<file path="src/rtl/uart_pkg.sv">
// uart_pkg: definitions shared by the UART blocks (baud generator, register block).
// Latency: n/a (types, constants and a constant function only).
// Backpressure: n/a.
package uart_pkg;

  localparam int CLK_HZ_DEFAULT  = 100_000_000;
  localparam int BAUD_DIV_INT_W  = 16;
  localparam int BAUD_DIV_FRAC_W = 4;

  // Divisor as seen by software: integer clocks plus 2^-FRAC fractional clocks.
  typedef struct packed {
    logic [BAUD_DIV_INT_W-1:0]  int_part;
    logic [BAUD_DIV_FRAC_W-1:0] frac_part;
  } baud_div_t;

  // round(clk_hz * 2^frac_bits / (baud * os)); result carries frac_bits fraction bits.
  // Intermediates are 64-bit so large clocks with many fraction bits do not overflow.
  function automatic int calc_baud_div(int clk_hz, int baud, int os, int frac_bits);
    longint num;
    longint den;
    num = longint'(clk_hz) << frac_bits;
    den = longint'(baud) * longint'(os);
    return int'((num + den / 2) / den);
  endfunction

endpackage

</file>
<file path="src/rtl/baud_frac_acc.sv">
// baud_frac_acc: fractional phase accumulator; stretches a period by one clock on carry.
// Latency: period_o is combinational from the accumulator and active divisor.
// Backpressure: none; the accumulator only advances on step_i and clears on clr_i.
// Ports: clk_i/rst_i (async, active-high), step_i (period boundary), clr_i (re-align),
//        act_int_i/act_frac_i (active divisor), period_o (length of the period being counted).
module baud_frac_acc
  import uart_pkg::*;
#(
  parameter int DIV_W     = 16,
  parameter int FRAC_BITS = 4
) (
  input  logic                 clk_i,
  input  logic                 rst_i,
  input  logic                 step_i,
  input  logic                 clr_i,
  input  logic [DIV_W-1:0]     act_int_i,
  input  logic [FRAC_BITS-1:0] act_frac_i,
  output logic [DIV_W:0]       period_o
);

  logic [FRAC_BITS-1:0] acc_q;
  logic [FRAC_BITS-1:0] acc_d;
  logic [FRAC_BITS:0]   sum;

  // The carry out of acc + frac decides the stretch for the period currently
  // being counted; acc itself only moves on at the boundary that ends it.
  assign sum      = {1'b0, acc_q} + {1'b0, act_frac_i};
  assign period_o = {1'b0, act_int_i} + {{DIV_W{1'b0}}, sum[FRAC_BITS]};

  always_comb begin
    acc_d = acc_q;
    if (clr_i) begin
      acc_d = '0;
    end else if (step_i) begin
      acc_d = sum[FRAC_BITS-1:0];
    end
  end

  always_ff @(posedge clk_i or posedge rst_i) begin
    if (rst_i) begin
      acc_q <= '0;
    end else begin
      acc_q <= acc_d;
    end
  end

endmodule

</file>
<file path="src/rtl/baud_tick_gen.sv">
// baud_tick_gen: UART baud tick generator with runtime divisor and oversample phase.
// Latency: all outputs registered; os_tick is high the cycle after the wrap edge.
// Backpressure: none; en low freezes counting, restart re-aligns, div_load is always accepted.
// Ports: clk/rst (async, active-high), en, restart, div_int/div_frac/div_load (shadow write),
//        div_pending (shadow waiting), os_tick, bit_tick, os_phase.
// Config: define BAUD_FRAC_EN to include the fractional accumulator and honour div_frac.
//         OVERSAMPLE must be a power of two (phase wraps by natural overflow).
module baud_tick_gen
  import uart_pkg::*;
#(
  parameter int CLK_HZ       = CLK_HZ_DEFAULT,
  parameter int DEFAULT_BAUD = 115200,
  parameter int OVERSAMPLE   = 16,
  parameter int DIV_W        = 16,
  parameter int FRAC_BITS    = 4
) (
  input  logic                          clk,
  input  logic                          rst,
  input  logic                          en,
  input  logic                          restart,
  input  logic [DIV_W-1:0]              div_int,
  input  logic [FRAC_BITS-1:0]          div_frac,
  input  logic                          div_load,
  output logic                          div_pending,
  output logic                          os_tick,
  output logic                          bit_tick,
  output logic [$clog2(OVERSAMPLE)-1:0] os_phase
);

  localparam int PH_W = $clog2(OVERSAMPLE);
  localparam int CW   = DIV_W + 1;

`ifdef BAUD_FRAC_EN
  localparam int DEFAULT_DIV = calc_baud_div(CLK_HZ, DEFAULT_BAUD, OVERSAMPLE, FRAC_BITS);
  localparam logic [DIV_W-1:0]     DEFAULT_INT  = DIV_W'(DEFAULT_DIV >> FRAC_BITS);
  localparam logic [FRAC_BITS-1:0] DEFAULT_FRAC = FRAC_BITS'(DEFAULT_DIV);
`else
  localparam int DEFAULT_DIV = calc_baud_div(CLK_HZ, DEFAULT_BAUD, OVERSAMPLE, 0);
  localparam logic [DIV_W-1:0]     DEFAULT_INT  = DIV_W'(DEFAULT_DIV);
`endif

  logic [CW-1:0]    cnt_q, cnt_d;
  logic [PH_W-1:0]  phase_q, phase_d;
  logic             os_tick_q, os_tick_d;
  logic             bit_tick_q, bit_tick_d;
  logic             pend_q, pend_d;
  logic [DIV_W-1:0] sh_int_q, sh_int_d;
  logic [DIV_W-1:0] act_int_q, act_int_d;
  logic [DIV_W-1:0] load_int;
  logic [CW-1:0]    period;
  logic             wrap;

  // A divisor below 2 would make the counter wrap every cycle, so clamp it on entry.
  assign load_int = (div_int < DIV_W'(2)) ? DIV_W'(2) : div_int;

`ifdef BAUD_FRAC_EN
  logic [FRAC_BITS-1:0] sh_frac_q, sh_frac_d;
  logic [FRAC_BITS-1:0] act_frac_q, act_frac_d;

  baud_frac_acc #(
    .DIV_W     (DIV_W),
    .FRAC_BITS (FRAC_BITS)
  ) u_frac_acc (
    .clk_i      (clk),
    .rst_i      (rst),
    .step_i     (wrap),
    .clr_i      (restart),
    .act_int_i  (act_int_q),
    .act_frac_i (act_frac_q),
    .period_o   (period)
  );
`else
  logic unused_div_frac;
  assign unused_div_frac = ^div_frac;
  assign period          = {1'b0, act_int_q};
`endif

  // restart wins over en, so a boundary can never coincide with a restart.
  assign wrap = en && !restart && (cnt_q == period - CW'(1));

  always_comb begin
    cnt_d      = cnt_q;
    phase_d    = phase_q;
    os_tick_d  = 1'b0;
    bit_tick_d = 1'b0;
    pend_d     = pend_q;
    sh_int_d   = sh_int_q;
    act_int_d  = act_int_q;
`ifdef BAUD_FRAC_EN
    sh_frac_d  = sh_frac_q;
    act_frac_d = act_frac_q;
`endif
    if (restart) begin
      cnt_d   = '0;
      phase_d = '0;
      pend_d  = 1'b0;
      // A load in the restart cycle bypasses the shadow so it governs the first period.
      if (div_load) begin
        act_int_d  = load_int;
`ifdef BAUD_FRAC_EN
        act_frac_d = div_frac;
`endif
      end else if (pend_q) begin
        act_int_d  = sh_int_q;
`ifdef BAUD_FRAC_EN
        act_frac_d = sh_frac_q;
`endif
      end
    end else begin
      if (wrap) begin
        cnt_d      = '0;
        os_tick_d  = 1'b1;
        phase_d    = phase_q + PH_W'(1);
        bit_tick_d = &phase_q;
        // The shadow as it stood before this edge is applied; a load on this
        // same edge stays pending for the following boundary.
        if (pend_q) begin
          act_int_d  = sh_int_q;
`ifdef BAUD_FRAC_EN
          act_frac_d = sh_frac_q;
`endif
          pend_d     = 1'b0;
        end
      end else if (en) begin
        cnt_d = cnt_q + CW'(1);
      end
      if (div_load) begin
        sh_int_d  = load_int;
`ifdef BAUD_FRAC_EN
        sh_frac_d = div_frac;
`endif
        pend_d    = 1'b1;
      end
    end
  end

  always_ff @(posedge clk or posedge rst) begin
    if (rst) begin
      cnt_q      <= '0;
      phase_q    <= '0;
      os_tick_q  <= 1'b0;
      bit_tick_q <= 1'b0;
      pend_q     <= 1'b0;
      sh_int_q   <= DEFAULT_INT;
      act_int_q  <= DEFAULT_INT;
`ifdef BAUD_FRAC_EN
      sh_frac_q  <= DEFAULT_FRAC;
      act_frac_q <= DEFAULT_FRAC;
`endif
    end else begin
      cnt_q      <= cnt_d;
      phase_q    <= phase_d;
      os_tick_q  <= os_tick_d;
      bit_tick_q <= bit_tick_d;
      pend_q     <= pend_d;
      sh_int_q   <= sh_int_d;
      act_int_q  <= act_int_d;
`ifdef BAUD_FRAC_EN
      sh_frac_q  <= sh_frac_d;
      act_frac_q <= act_frac_d;
`endif
    end
  end

  assign os_tick     = os_tick_q;
  assign bit_tick    = bit_tick_q;
  assign os_phase    = phase_q;
  assign div_pending = pend_q;

endmodule
</file>
<file path="config.mk">
export PLATFORM = sky130hd
export DESIGN_NAME = baud_tick_gen
export DESIGN_NICKNAME = d
export VERILOG_FILES = /design/src/rtl/uart_pkg.sv /design/src/rtl/baud_frac_acc.sv /design/src/rtl/baud_tick_gen.sv
export SDC_FILE = /design/constraint.sdc
export NUM_CORES = 1
export LEC_CHECK = 0
export ABC_AREA = 1
export CORE_MARGIN = 1
export CORE_UTILIZATION = 50
export CTS_CLUSTER_DIAMETER = 100
export DETAILED_ROUTE_END_ITERATION = 8
export PLACE_DENSITY = 0.69
export REMOVE_ABC_BUFFERS = 1
export SYNTH_ARGS = -nofsm -noshare
export SYNTH_HDL_FRONTEND = slang
export SYNTH_HIERARCHICAL = 1
export SYNTH_SLANG_ARGS = --single-unit
</file>
<file path="constraint.sdc">
create_clock -name clk -period 4.1 [get_ports clk]
set_input_delay 0.615 -clock clk [delete_from_list [all_inputs] [get_ports clk]]
set_output_delay 0.615 -clock clk [all_outputs]
set_load 0.05 [all_outputs]
</file>
==> results of run 1 <==
worst max-delay path, cell delays in order (launching register included):
cell and delay (ns):
dfrtp_1 0.40, inv_1 0.17, ha_1 0.25, nand3_2 0.15
nor2_2 0.22, nand2_1 0.08, nand3_1 0.11, nand2_1 0.06
inv_1 0.04, nand2_1 0.04, nor2_1 0.16, nand3_4 0.33
nand2_4 0.45, o21ai_0 0.15
power breakdown:
group | internal (mW) | switching, mW | total, mW
logic | 0.125 | 0.200 | 0.326
clock network | 0.123 | 0.196 | 0.319
registers | 0.609 | 0.0577 | 0.667
total | 0.858 | 0.454 | 1.31
flip-flops by register name (all words and copies together) (netlist names):
signal,cells
os_phase,4
act_int_q,16
cnt_q,17
os_tick,1
div_pending,1
sh_int_q,16
bit_tick,1
metrics by stage:
step / hold WS (ns) / cells / power (mW) / instance area [µm²]
floorplan: 0.444 / 494 / 0.907 / 3440
global placement: 0.459 / 619 / 0.995 / 3840
detailed placement: 0.463 / 619 / 1.00 / 3840
CTS: 0.490 / 627 / 1.32 / 3940
global route: 0.517 / 627 / 1.40 / 3940
finish: 0.489 / 627 / 1.31 / 3940
cells in the final DEF (no fill, tap or decap), drive strengths merged, types with 5 or more instances in the layout:
master         count
clkdlybuf4s50     27
o21ai             39
nor3               5
clkbuf             5
o22ai              6
nand3             45
xor2              15
nand4              5
a21oi              8
inv               57
xnor2              5
dfstp              8
nor2              67
dfrtp             48
nand2            170
layer usage:
layer  global-route usage, %  routed length (µm)  part of all wire, %
met4                    5.76                 114                  1.4
met5                       0                   0                    0
met3                    3.56                 251                  3.1
met2                    38.4                3770                   47
met1                    33.3                3840                   48
layout make-up:
| class | count | area, µm² |
|---|---|---|
| Sequential cell | 56 | 1410 |
| Inverter | 57 | 214 |
| Multi-Input combinational cell | 381 | 1810 |
| Clock inverter | 3 | 22.5 |
| Tap cell | 96 | 120 |
| Timing Repair Buffer | 29 | 285 |
| Fill cell | 679 | 2860 |
| Clock buffer | 5 | 68.8 |
kinds of logic after synthesis:
group                      count (synthesis)  synth area share (%)
and+or+nand+nor                          301                  36.6
buffers and inverters                     72                  8.29
DFF                                       56                  40.1
AOI/OAI and AO/OA                         54                  7.93
xor gates and xnor gates                  20                  4.98
muxes                                      3                 0.960
adders and majority gates                  3                  1.07
path summary, 6_finish.rpt:
check / end / cells past startpoint / from
max in group asynchronous: act_int_q[2] / 3 / rst
min in group asynchronous: sh_int_q[7] / 2 / rst
worst max-delay path: div_pending / 13 / act_int_q[0]
worst min register to register: sh_int_q[6] / 2 / sh_int_q[6]
worst min-delay path: sh_int_q[6] / 2 / sh_int_q[6]
worst max register to register: div_pending / 13 / act_int_q[0]
==> out/metrics.yaml, run 1 <==
die_w_um: 85.9
cp.arrival_ns: 2.96
detail_route.wl_per_cell_um: 12.7
vias: 3186
grt_pass1_vias: 2932
grt_pass1_wl_mm: 13.8
peakVddDrop_mv: 0.190
clock_latency_ns: 0.32
end_kind: "flop"
finalMaxSlewViolations: 0
fin_nets: 558
cp.required_ns: 4.25
power_density_nw_per_um2: 333
drtIter0Drc: 203
synth_cells: 509
cts_inserted_buffers: 5
yosys_warnings: 6
coreArea_um2: 6790
yosys.area.top_type: "dfrtp_1"
antenna_cells: 0
die_y_um: 85.9
ys_types: 34
cts_setup_buffers: 0
async_reset_ff_share_pct: 100
hold_viol: 0
max_freq_ghz: 0.355
hold_buffers: 0
tns_ns: 0
clkTransAtPathRegs_ns: 0.10
dr.pass1.iters: 4
drv_cap: 0
route.detailed.drc: 0
ioPinCount: 32
yosysMostFrequentCell: "nand2_1"
wl_mm: 7.98
setup_slack_ns: 1.29
avgViaCountPerCell: 5.08
drive_gt1_share_pct: 6.78
cts-root-buf: "clkbuf_8"
cts_tree: "yes"
post_cts_resized: 0
dieArea_um2: 7370
clockBufferDepth: 2
area_delta_synth_final_pct: 11.9
max_slew_margin_pct: 43.0
final_core_util_pct: 57.9
fin_skew_ns: 0.00905
p_leak_nw: 1.93
min_period_over_period_pct: 68.6
synthFlopType: "dfrtp_1"
ys_seq_elements: 56
detail-route-antenna-nets: 0
outcome: "finished clean"
r2r_setup_slack_ns: 1.29
period_needed_ns: 2.81
dp_hpwl_mm: 5.72
io_buffers: 27
hp-class: "flop to flop"
worstPathMaxFanout: 33
grt.total_usage_pct: 23.6
start_kind: "flop"
clock-sinks: 56
path_class: "flop to flop"
grt-ovfl-total: 0
synthTopCellsByArea: "dfrtp_1 34%, nand2_1 18%, nor2_1 6.3%"
rsz0062_at_grt: "false"
gp_congestion: 0.802
synth_top_area_share_pct: 34.2
worst_pin_slew_ns: 0.853
grt_max_degree: 40
pre_cts_ws_ns: 0.967
start_util_pct: 51.8
antenna_found_initial: 0
syn_avg_cell_area_um2: 6.91
synth_area_um2: 3520
synth_edf_count: 0
fp-row-count: 30
yosysSeqAreaShare_pct: 40.1
htreeDepth: 2
setup_viol: 0
synthTopCellsByCount: "168 x nand2_1, 59 x nor2_1, 54 x inv_1, 48 x dfrtp_1, 43 x nand3_1"
(Power assumes the default switching activity.)
==> run 2: changes to the inputs <==
==> constraint.sdc (replaced) <==
create_clock -name clk -period 2.6 [get_ports clk]
set_input_delay 0.39 -clock clk [delete_from_list [all_inputs] [get_ports clk]]
set_output_delay 0.39 -clock clk [all_outputs]
set_load 0.05 [all_outputs]
==> run 2 against run 1 <==
Against the previous run:
- maximum frequency rose by 20%
- die area stayed put
- design area is 2.7% higher
- utilization rose by 1.6 points
- register-to-register slack lost 1.0 ns
- non-clock buffer count grew 7
- final cell count grew 1.1%
- setup slack worse by 1.0 ns
- critical path depth is 2 higher
- global-route usage is 0.063 points higher
==> out/metrics.yaml, run 2 (same netlist as run 1, synthesis figures left out) <==
die_y_um: 85.9  # unchanged
clock_latency_ns: 0.32  # about the same
mostFrequentLayoutCell: "nand2_1"
hp-class: "input pin to async pin"
die_w_um: 85.9  # unchanged
largest_register: "cnt_q"
tns_ns: 0  # unchanged
setup_viol: 0  # unchanged
grt_pass1_vias: 3028  # +3.3%
drtIter0Drc: 167  # -18%
detail-route-antenna-nets: 0  # unchanged
end_kind: "flop"
detail_route.wl_per_cell_um: 12.5  # -1.7%
post_cts_resized: 0  # unchanged
rsz0062_at_grt: "false"
drive_gt1_share_pct: 7.81  # +1.0 points
drv_cap: 0  # unchanged
mostFrequentLayoutCells: "168 x nand2_1, 59 x nor2_1, 53 x inv_1"
grt-ovfl-total: 0  # unchanged
placed_cell_area_um2: 3910  # +1.7%
clock-sinks: 56  # unchanged
largest_register_ffs: 17  # unchanged
dp_hpwl_mm: 5.75  # +0.52%
antenna_cells: 0  # unchanged
max_slew_margin_pct: 66.3  # +23 points
antenna_found_initial: 0  # unchanged
cp.required_ns: 2.79  # -1.46 ns
grt.total_usage_pct: 23.7  # +0.063 points
rr_worst_depth: 15  # +2
min_period_over_period_pct: 89.9  # +21 points
fin_skew_ns: 0.0131  # +0.00408 ns
hold_buffers: 0  # unchanged
cts_tree: "yes"
critPathMostFrequentCell: "nand2_1"
clockBufferDepth: 2  # unchanged
reg2reg_to: "div_pending"
power_density_nw_per_um2: 560  # +68%
finalMaxSlewViolations: 0  # unchanged
critPathMaxStageDelay_ns: 0.56  # +0.11 ns
dr.pass1.iters: 5  # +1
cts-root-buf: "clkbuf_8"
grt_max_degree: 57  # +43%
grt_pass1_wl_mm: 14.0  # +1.0%
path_class: "flop to flop"
dieArea_um2: 7370  # unchanged
peakVddDrop_mv: 0.275  # +45%
outcome: "finished clean"
route.detailed.drc: 0  # unchanged
clkTransAtPathRegs_ns: 0.11  # about the same
max_freq_ghz: 0.428  # +20%
start_kind: "flop"
cp.arrival_ns: 2.52  # -0.44 ns
wl_mm: 7.94  # -0.56%
r2r_setup_slack_ns: 0.26  # -1.02 ns
fp-row-count: 30  # unchanged
coreArea_um2: 6790  # unchanged
period_needed_ns: 2.34  # -0.476 ns
worst_pin_slew_ns: 0.503  # -0.349 ns
hold_viol: 0  # unchanged
fin_nets: 565  # +1.3%
stdcell_count: 634  # +1.1%
reg_top3: "cnt_q: 17 flops, act_int_q: 16 flops, sh_int_q: 16 flops"
cts_setup_buffers: 0  # unchanged
start_util_pct: 51.8  # unchanged
worstPathMaxFanout: 33  # unchanged
cts_inserted_buffers: 5  # unchanged
avgViaCountPerCell: 5.00  # -1.5%
slowest_stage: "dfstp_2"
ioPinCount: 32  # unchanged
area_delta_synth_final_pct: 14.9
gp_congestion: 0.806  # +0.49%
htreeDepth: 2  # unchanged
io_buffers: 27  # unchanged
p_leak_nw: 1.98  # +2.8%
dp_cells: 626  # +1.1%
crit_chain: "inv_1 > ha_1 > inv_1 > nand2_1 > nand2_1 > nor2_1 > nand2_1 > inv_1 > nand2_1 > nor2_1 > nand2_1 > nor2_2 > nand3_4 > nand2_4 > o21ai_0"
vias: 3173  # -0.41%
final_cell_area_um2: 4040  # +2.7%
r2r_start: "act_int_q[1]"
pre_cts_ws_ns: 0.204  # -0.764 ns
setup_slack_ns: 0.263  # -1.02 ns
==> run 2: how the worst max path moves through the flow <==
stage	startpoint	slack (ns)	end
finish	act_int_q[1]	0.26	div_pending
global route	act_int_q[0]	0.01	div_pending
CTS	act_int_q[1]	0.24	div_pending
detailed placement	en	0.20	div_pending
global placement	en	0.20	div_pending
floorplan	act_int_q[1]	0.40	div_pending
==> run 2: layout make-up <==
type	instances	area [µm²]
Fill cell	672	2750
Multi-Input combinational cell	381	1810
Sequential cell	56	1410
Timing Repair Buffer	36	350
Inverter	57	214
Tap cell	96	120
Clock buffer	6	72.6
Clock inverter	2	60.1
==> run 2: through the flow <==
step | hold slack, ns | util, % | power, mW
6_report | 0.422 | 59.5 | 2.26
5_1_grt | 0.473 | 59.5 | 2.40
4_1_cts | 0.448 | 59.5 | 2.28
3_5_place_dp | 0.466 | 57.6 | 1.59
3_3_place_gp | 0.462 | 57.6 | 1.58
2_1_floorplan | 0.444 | - | 1.43
==> run 2: worst max-delay path, delay by kind of cell, from the launching register on <==
kind | cells | cell delay, ns
adders and majority gates | 1 | 0.29
and+or+nand+nor | 10 | 1.05
AOI/OAI and AO/OA | 1 | 0.14
buffers and inverters | 3 | 0.16
DFF | 1 | 0.56
==> run 2: where the power goes <==
group | internal, mW | switching [mW] | total [mW] | leakage [nW]
Sequential | 0.961 | 0.0846 | 1.05 | 0.714
Combinational | 0.207 | 0.324 | 0.530 | 1.20
Clock | 0.386 | 0.301 | 0.687 | 0.0654
==> run 2: per-layer routing <==
layer	wire length, µm	vias to the layer above	GRT usage, %
met5	0	-	0
met3	321	6	3.66
met4	69	0	5.00
met2	3630	56	39.3
li1	-	1665	-
met1	3910	1446	32.9
